**src/rtl/acc_drain_pkg.sv**
```systemverilog
// Shared types and constants for the accumulator drain path.
// ACC_DRAIN_SAT36_EN selects 36-bit saturated, two-word output.
package acc_drain_pkg;

  localparam int WORD_W = 18;
  localparam int RES_W  = 54;

`ifdef ACC_DRAIN_SAT36_EN
  localparam int NWORDS = 2;
`else
  localparam int NWORDS = 3;
`endif

  typedef enum logic [1:0] {
    IDLE = 2'd0,
    W0   = 2'd1,
    W1   = 2'd2,
    W2   = 2'd3
  } drain_state_t;

  localparam drain_state_t LAST_ST = (NWORDS == 2) ? W1 : W2;

  function automatic drain_state_t next_word(input drain_state_t s);
    drain_state_t n;
    case (s)
      IDLE:    n = W0;
      W0:      n = W1;
      W1:      n = W2;
      default: n = IDLE;
    endcase
    return n;
  endfunction

`ifdef ACC_DRAIN_SAT36_EN
  // In range when bits 53..35 are all copies of the sign bit.
  function automatic logic [RES_W-1:0] sat36(input logic [RES_W-1:0] r);
    logic [RES_W-1:0] v;
    if ((&r[RES_W-1:35]) || !(|r[RES_W-1:35])) begin
      v = {18'd0, r[35:0]};
    end else if (r[RES_W-1] == 1'b0) begin
      v = {18'd0, 36'h7_FFFF_FFFF};
    end else begin
      v = {18'd0, 36'h8_0000_0000};
    end
    return v;
  endfunction
`endif

endpackage

```
**src/rtl/acc_fifo.sv**
```systemverilog
// Synchronous result FIFO with registered full/empty flags.
// DEPTH must be a power of two so the pointers wrap naturally.
module acc_fifo #(
  parameter int DEPTH = 4,
  parameter int WIDTH = 54
) (
  input  logic             clk,
  input  logic             rst,
  input  logic             push,
  input  logic [WIDTH-1:0] din,
  input  logic             pop,
  output logic [WIDTH-1:0] dout,
  output logic             full,
  output logic             empty
);

  localparam int AW = $clog2(DEPTH);
  localparam logic [AW-1:0] PTR_ONE   = AW'(1);
  localparam logic [AW:0]   CNT_ONE   = (AW+1)'(1);
  localparam logic [AW:0]   CNT_DEPTH = (AW+1)'(DEPTH);

  logic [WIDTH-1:0] mem_r [DEPTH];
  logic [AW-1:0]    wr_ptr_r;
  logic [AW-1:0]    rd_ptr_r;
  logic [AW:0]      count_r;
  logic [AW:0]      count_nxt_s;
  logic             full_r;
  logic             empty_r;
  logic             push_ok_s;
  logic             pop_ok_s;

  assign push_ok_s = push && !full_r;
  assign pop_ok_s  = pop && !empty_r;
  assign dout      = mem_r[rd_ptr_r];
  assign full      = full_r;
  assign empty     = empty_r;

  // Next occupancy; simultaneous push and pop leave it unchanged.
  always_comb begin
    count_nxt_s = count_r;
    case ({push_ok_s, pop_ok_s})
      2'b10:   count_nxt_s = count_r + CNT_ONE;
      2'b01:   count_nxt_s = count_r - CNT_ONE;
      default: count_nxt_s = count_r;
    endcase
  end

  // Storage array write port.
  always_ff @(posedge clk) begin
    if (push_ok_s) begin
      mem_r[wr_ptr_r] <= din;
    end
  end

  // Pointers, occupancy and flags.
  always_ff @(posedge clk or negedge rst) begin
    if (!rst) begin
      wr_ptr_r <= '0;
      rd_ptr_r <= '0;
      count_r  <= '0;
      full_r   <= 1'b0;
      empty_r  <= 1'b1;
    end else begin
      if (push_ok_s) begin
        wr_ptr_r <= wr_ptr_r + PTR_ONE;
      end
      if (pop_ok_s) begin
        rd_ptr_r <= rd_ptr_r + PTR_ONE;
      end
      count_r <= count_nxt_s;
      full_r  <= (count_nxt_s == CNT_DEPTH);
      empty_r <= (count_nxt_s == '0);
    end
  end

endmodule

```
**src/rtl/acc_drain.sv**
```systemverilog
// Buffers 54-bit accumulator results and serialises them LSB-first as 18-bit words.
// ACC_DRAIN_SAT36_EN: saturate each result to 36 bits and send two words.
module acc_drain
  import acc_drain_pkg::*;
#(
  parameter int DEPTH = 4
) (
  input  logic              clk,
  input  logic              rst,
  input  logic              ena,
  input  logic              res_valid,
  input  logic [RES_W-1:0]  res_in,
  output logic [WORD_W-1:0] dout,
  output logic              dout_valid,
  input  logic              dout_ready,
  output logic              dout_last,
  output logic              full,
  output logic              overflow
);

  logic [RES_W-1:0]  head_s;
  logic [RES_W-1:0]  load_s;
  logic              fifo_full_s;
  logic              fifo_empty_s;
  logic              push_s;
  logic              pop_s;
  logic              hs_s;
  drain_state_t      state_r;
  logic [RES_W-1:0]  sreg_r;
  logic [WORD_W-1:0] dout_r;
  logic              dout_valid_r;
  logic              dout_last_r;
  logic              overflow_r;

  assign push_s = ena && res_valid && !fifo_full_s;
  assign hs_s   = dout_valid_r && dout_ready;
  // Popping on the last-word handshake chains results without a bubble.
  assign pop_s  = ena && !fifo_empty_s &&
                  ((state_r == IDLE) || (hs_s && (state_r == LAST_ST)));

  acc_fifo #(
    .DEPTH (DEPTH),
    .WIDTH (RES_W)
  ) u_fifo (
    .clk   (clk),
    .rst   (rst),
    .push  (push_s),
    .din   (res_in),
    .pop   (pop_s),
    .dout  (head_s),
    .full  (fifo_full_s),
    .empty (fifo_empty_s)
  );

  // Value loaded into the serialiser on a pop.
  always_comb begin
`ifdef ACC_DRAIN_SAT36_EN
    load_s = sat36(head_s);
`else
    load_s = head_s;
`endif
  end

  // Sticky overflow: a push attempted while the FIFO was already full.
  always_ff @(posedge clk or negedge rst) begin
    if (!rst) begin
      overflow_r <= 1'b0;
    end else if (ena && res_valid && fifo_full_s) begin
      overflow_r <= 1'b1;
    end
  end

  // Serialiser FSM; sreg_r holds the words not yet presented.
  always_ff @(posedge clk or negedge rst) begin
    if (!rst) begin
      state_r      <= IDLE;
      sreg_r       <= '0;
      dout_r       <= '0;
      dout_valid_r <= 1'b0;
      dout_last_r  <= 1'b0;
    end else if (ena) begin
      if (pop_s) begin
        state_r      <= W0;
        sreg_r       <= {{WORD_W{1'b0}}, load_s[RES_W-1:WORD_W]};
        dout_r       <= load_s[WORD_W-1:0];
        dout_valid_r <= 1'b1;
        dout_last_r  <= 1'b0;
      end else if (hs_s) begin
        case (state_r)
          LAST_ST: begin
            state_r      <= IDLE;
            dout_valid_r <= 1'b0;
            dout_last_r  <= 1'b0;
          end
          W0, W1: begin
            state_r     <= next_word(state_r);
            sreg_r      <= sreg_r >> WORD_W;
            dout_r      <= sreg_r[WORD_W-1:0];
            dout_last_r <= (next_word(state_r) == LAST_ST);
          end
          default: begin
            state_r      <= IDLE;
            dout_valid_r <= 1'b0;
            dout_last_r  <= 1'b0;
          end
        endcase
      end
    end
  end

  assign dout       = dout_r;
  assign dout_valid = dout_valid_r && ena;
  assign dout_last  = dout_last_r;
  assign full       = fifo_full_s;
  assign overflow   = overflow_r;

endmodule

```
**config.mk**
```make
export PLATFORM = sky130hd
export DESIGN_NAME = acc_drain
export DESIGN_NICKNAME = d
export VERILOG_FILES = /design/src/rtl/acc_drain_pkg.sv /design/src/rtl/acc_fifo.sv /design/src/rtl/acc_drain.sv
export SDC_FILE = /design/constraint.sdc
export NUM_CORES = 1
export LEC_CHECK = 0
export CORE_MARGIN = 2
export CORE_UTILIZATION = 48
export CTS_BUF_LIST = sky130_fd_sc_hd__clkbuf_8
export CTS_CLUSTER_SIZE = 20
export DETAILED_ROUTE_END_ITERATION = 16
export PLACE_DENSITY = 0.71
export SYNTH_ARGS = -nofsm -noshare
export SYNTH_HDL_FRONTEND = slang
export SYNTH_SLANG_ARGS = --single-unit
export TNS_END_PERCENT = 30
```
**constraint.sdc**
```tcl
create_clock -name clk -period 3.7 [get_ports clk]
set_input_delay 0.37 -clock clk [delete_from_list [all_inputs] [get_ports clk]]
set_output_delay 0.37 -clock clk [all_outputs]
set_load 0.1 [all_outputs]
```
---- Word-level counts from Yosys, hierarchy flattened ----
Memory sizes are Yosys's and may differ from the RTL's.
Cells that the tools add are included.
word-level totals
  memory bits (writable) .................. 216
  bits of input ports ..................... 59
  bits in registers ....................... 86
  output and inout port bits .............. 22
  memories kept ........................... 1
  logic and storage cells ................. 68
cells by class
  reductions and logical operators ........ 21
  $add $sub $neg .......................... 4
  muxes and demuxes ....................... 23
  equality and inequality tests ........... 8
memories
  memory        words  bits a word  read ports  clocked after Yosys merged registers in  write ports  line            RTL
  u_fifo.mem_r  4      54           1           0                                        1            acc_fifo.sv:22  logic [WIDTH-1:0] mem_r [DEPTH];
operators by type and width
  kind                 count
  $mux 54              3
  $mux 18              3
  $mux 2               7
  $logic_and 1x1->1    10
  $eq 2x2->1 const B   4
  $mux 1               8
  $pmux 2 s3           1
  $pmux 3 s2           1
  $reduce_and 3->1     2
  $add 2x1->2 const B  2
  $eq 2x1->1 const B   2
  $reduce_bool 2->1    2
  $add 3x1->3 const B  1
  $eq 3x3->1 const B   1
  $logic_not 3->1      1
  $sub 3x1->3 const B  1
  $logic_not 1->1      2
  $logic_not 2->1      1
  $ne 2x1->1 const B   1
  $reduce_and 2->1     1
  $reduce_or 2->1      1
  $logic_or 1x1->1     1

---- Logic depth before layout (Yosys ltp) ----
  depth after elaboration ................. 10
  mapped depth ............................ 13
  depth with buffers taken out ............ 10

---- By module ----
Synthesis repeated with hierarchy kept, for this count alone.
second synthesis, totals
  cells, all modules ...................... 547
  area total of the unflattened synthesis .. 11129.4 um^2
modules (own cells, without submodules)
  module     cells each  instances  seq. area each (um^2)  area an instance (um^2)
  acc_fifo   326         1          6712.7                 8286.7
  acc_drain  221         1          1476.4                 2842.7

---- Worst setup path after synthesis ----
OpenSTA, ideal clock, no wires.
  path kind ............................... reg2reg
  from .................................... register u_fifo.full_r (netlist: u_fifo.full)
  to ...................................... memory u_fifo.mem_r[0][0] (enable)
  setup slack ............................. 0.772 ns
  cell stages (with the launch flop) ...... 3
  library setup time ...................... 0.417 ns
  arrival ................................. 2.510 ns
  path through ............................ dfrtp_1 nor2_1 and2_1
on the way
  longest elaborated chain between the ends .. 5
RTL lines
  item                            line                             RTL
  start: declaration              acc_fifo.sv:27                   logic full_r;
  start signal: assignment        acc_fifo.sv:71                   full_r <= (count_nxt_s == CNT_DEPTH);
  $logic_not 1->1 *               acc_fifo.sv:32, acc_drain.sv:35
  $logic_and 1x1->1               acc_drain.sv:35                  assign push_s = ena && res_valid && !fifo_full_s;
  $logic_and 1x1->1 *             acc_fifo.sv:32                   assign push_ok_s = push && !full_r;
  $mux 1 *                        acc_fifo.sv:50                   if (push_ok_s) begin
  $mux 1 (not written as such) *  acc_fifo.sv:51                   mem_r[wr_ptr_r] <= din;
  end: declaration                acc_fifo.sv:22
Mark *: on every way between the ends. The rest lies on a longest branch, timed or not.

---- Worst setup path after layout ----
  from .................................... register state_r[0]
  to ...................................... register sreg_r[5]
on the way
  longest elaborated chain between the ends .. 6
  elaborated cells between the ends (all ways) .. 12
RTL lines
  item                         line             RTL
  start: declaration           acc_drain.sv:28  drain_state_t state_r;
  start signal: assignment     acc_drain.sv:96  state_r <= next_word(state_r);
  $eq 2x2->1                   acc_drain.sv:39  ((state_r == IDLE) || (hs_s && (state_r == LAST_ST)));
  $logic_and 1x1->1            acc_drain.sv:39
  $logic_or 1x1->1             acc_drain.sv:39
  $logic_and 1x1->1            acc_drain.sv:38  assign pop_s = ena && !fifo_empty_s &&
  $reduce_bool 2->1 (no line)  -
  $reduce_and 3->1 (no line)   -
  end signal: assignment       acc_drain.sv:84  sreg_r <= {{WORD_W{1'b0}}, load_s[RES_W-1:WORD_W]};
  end signal: assignment       acc_drain.sv:97  sreg_r <= sreg_r >> WORD_W;
  end: declaration             acc_drain.sv:29  logic [RES_W-1:0] sreg_r;
Several ways; a longest one is shown, not always the timed one.
A chain may end at the register's enable or synchronous reset.

==> metrics.md <==
| Metric | Value |
|---|---|
| First drt pass iteration count | 5 |
| Post-CTS Resized | 0 |
| F_max | 375 MHz |
| Vias in the first global route | approximately 5.8k |
| Critical path fanouts, max | 54 |
| DRC | 0 |
| Nets | roughly 730 |
| Netlist Area Pre-Place | roughly 11,000 um^2 |
| Total number of vias | ~5.3k |
| Clock sinks | 284 |
| First-pass GRT wire length | roughly 32 mm |
| Initial antenna violation count | 1 |
| Setup crit end kind | register |
| I/O Buffers | 80 |
| Mapped Cells | roughly 540 |
| Setup Fix Bufs, Post-CTS | 0 |
| DR WL/cell | 20.7 um |
| Yosys reg bits | ~280 |
| Min Tclk post-route | ~2700 ps |
| Final core utilization | 0.579 |
| RSZ-0062 raised after global routing | false |
| Final worst slack | a little over 1000 ps |
| Die W | 156 um |
| Clk pin slew, worst setup/hold paths | roughly 60 ps |
| Drt first-iter violations | just under 300 |
| Placement Cell Area | around 12,000 um^2 |
| Core Region | approximately 23,000 um^2 |
| Register area | around 8000 um^2 |
| Die area | about 24,000 um^2 |
| Clock Latency Late Sink | approximately 540 ps |
| Max Cap Viol | 0 |
| Htree depth | 2 |
| Largest net degree at the start of global routing | between 50 and 60 |
| Setup TNS | 0 ps |
| WL final | around 20 mm |
| Fin. max-slew vios | 0 |
| Final hold vios | 0 |
| Mapped Avg Cell Area | around 20 um^2 |
| Arr. time, crit path | between 3000 and 4000 ps |
| Die H | 156 um |
| Clock Tree Buf Depth | 3 |
| Share of layout cells above drive strength 1 | 0.306 |
| Post-DP HPWL | 12.2 mm |
| Syn nets | roughly 610 |
| Req. time, crit path | between 4000 and 5000 ps |
| Filler cells | roughly 1.7k |
| Status | finished, final reports clean |
| Leak | about 5 nW |
| Area Overhead vs Synth | 18.2% |
| Min-Delay Path Class | input port to asynchronous set/reset pin |
| Finish-stage setup viols | 0 |
| ANT cells | 0 |
| Power Density | 806 nW/um^2 |
| Post-route cell area | approximately 13,000 um^2 |
| Gr usage total | 0.173 |
| Slew headroom | 0.305 |
| Comb pwr share | 0.336 |
| Sequential share of power | 0.429 |
| Netlist cell types | 33 |
| Pre-CTS setup slack | between 600 and 700 ps |
| Period utilisation layout | 0.721 |
| Peak VDD IR | 0.361 mV |
| Switching share of power | 0.334 |
| Vias per inst | between 5 and 6 |
| Routability Congestion | 0.718 |
| CTS tree | built |
| Boundary pin count | a little over 80 |
| Num CTS Buffers | 44 |
| Multi-input gate area | 2700 um^2 |
| Clock skew | between 15 and 20 ps |
| Switching pwr | 3.54 mW |
| Synth warnings | 0 |
| Initial Utilization | 0.490 |
| Pint | 7.05 mW |
| Post-route ant nets | 0 |
| Root Driver | clkbuf_8 |
| Post-CTS Hold Buffers | 1 |
| Critical path class | register to register |
| Clock network fraction of design power | 0.235 |
| Worst Max-Slew Pin Slew | roughly 1000 ps |
| Startpoint types | register |
| Global route overflow | 0 |
| Seq/Total Area, Yosys | 0.736 |
| Row count | 55 |
-- power by group through the flow --
stage                     registers [mW]  clock network [mW]  logic (mW)
after global routing                4.61                2.71        3.81
final                               4.54                2.49        3.56
after floorplan                     5.22                   0        2.05
after CTS                           4.55                2.57        3.61
after detailed placement            4.61                   0        3.61
after global placement              4.57                   0        3.51
-- cells in the final DEF (no fill, tap or decap), drive strengths merged, types with 4 or more instances in the layout --
cell	n
mux4	54
ha	9
dfrtp	67
inv	45
nand2	22
mux2	76
clkbuf	53
and2	6
clkdlybuf4s50	78
clkinv	7
mux2i	19
edfxtp	216
buf	13
xnor2	4
-- metrics by stage --
step,total power [mW],hold WS [ps],cells
final,10.6,316,977
after CTS,10.7,304,977
after floorplan,7.27,74.4,543
after detailed placement,8.22,347,894
after global placement,8.09,342,894
after global routing,11.1,331,977
-- layout make-up --
class | instances | area share
sequential | 284 | 0.623
multi-input combinational | 210 | 0.205
timing repair buffer | 92 | 0.0712
clock buffer | 53 | 0.0555
tap | 285 | 0.0271
clock inverter | 29 | 0.0108
inverter | 24 | 0.00685
-- cells in the mapped netlist --
library cell | n | area share
dfrtp_1 | 67 | 0.15
clkbuf_1 | 6 | 0.0020
buf_2 | 12 | 0.0054
xnor2_1 | 4 | 0.0032
buf_6 | 6 | 0.0061
nor3_1 | 2 | 0.00090
nand3b_1 | 1 | 0.00068
nor2b_1 | 1 | 0.00056
inv_1 | 24 | 0.0081
nor4bb_1 | 1 | 0.00090
dfstp_2 | 1 | 0.0024
or3b_1 | 1 | 0.00079
xor2_1 | 1 | 0.00079
mux2i_1 | 19 | 0.017
and2_1 | 6 | 0.0034
a21oi_1 | 1 | 0.00045
mux2_2 | 76 | 0.077
a31oi_1 | 1 | 0.00056
ha_1 | 9 | 0.010
nand3_1 | 1 | 0.00045
buf_4 | 1 | 0.00068
nand2_1 | 22 | 0.0074
edfxtp_1 | 216 | 0.58
o21ba_2 | 1 | 0.00090
mux4_2 | 54 | 0.11
nand4_2 | 1 | 0.0011
nor2_1 | 2 | 0.00068
a31o_2 | 1 | 0.00079
o21a_1 | 1 | 0.00068
o21ai_0 | 1 | 0.00045
fa_1 | 1 | 0.0018
or2_2 | 1 | 0.00056
nor3b_1 | 1 | 0.00068
-- final timing paths --
kind / end / slack [ps] / from / depth (start not counted)
worst min register to register: overflow / 480 / overflow / 1
min in group clk: u_fifo.mem_r[0][23] / 470 / res_in[23] / 1
max in group asynchronous: u_fifo.empty / 2580 / rst / 3
worst min-delay path: dout[13] / 320 / rst / 2
worst max register to register: sreg_r[5] / 1030 / state_r[0] / 5
worst max-delay path: sreg_r[5] / 1030 / state_r[0] / 5
-- registers in the layout (all words and copies together) (netlist names) --
signal           flops
u_fifo.empty         1
u_fifo.count_r       3
dout                18
u_fifo.mem_r       216
u_fifo.rd_ptr_r      2
state_r              2
overflow             1
dout_valid_r         1
u_fifo.full          1
u_fifo.wr_ptr_r      2
dout_last            1
sreg_r              36
-- critical path, cell delays in order (launching register included) --
cell	delay (ps)
dfrtp_1	370
inv_1	100
ha_1	370
nand4_4	810
mux2_2	600
mux2_2	280
-- per-layer routing --
layer,global-route usage,share of wire,vias up
li1,-,-,2357
met1,0.230,0.44,2780
met2,0.287,0.50,141
met3,0.0389,0.049,30
met4,0.0533,0.017,2
met5,0,0.00079,-
-- cells by family (layout without fill, tap and decap cells) --
kind of cell | after synthesis | count (layout) | share of synthesized area
DFF | 284 | 284 | 0.736
xor gates and xnor gates | 5 | 5 | 0.00394
buffers and inverters | 49 | 198 | 0.0223
adders and majority gates | 10 | 10 | 0.0119
and+or+nand+nor | 40 | 40 | 0.0181
AOI/OAI and AO/OA | 6 | 6 | 0.00383
muxes | 149 | 149 | 0.203
Power figures use the tool's default switching activity.
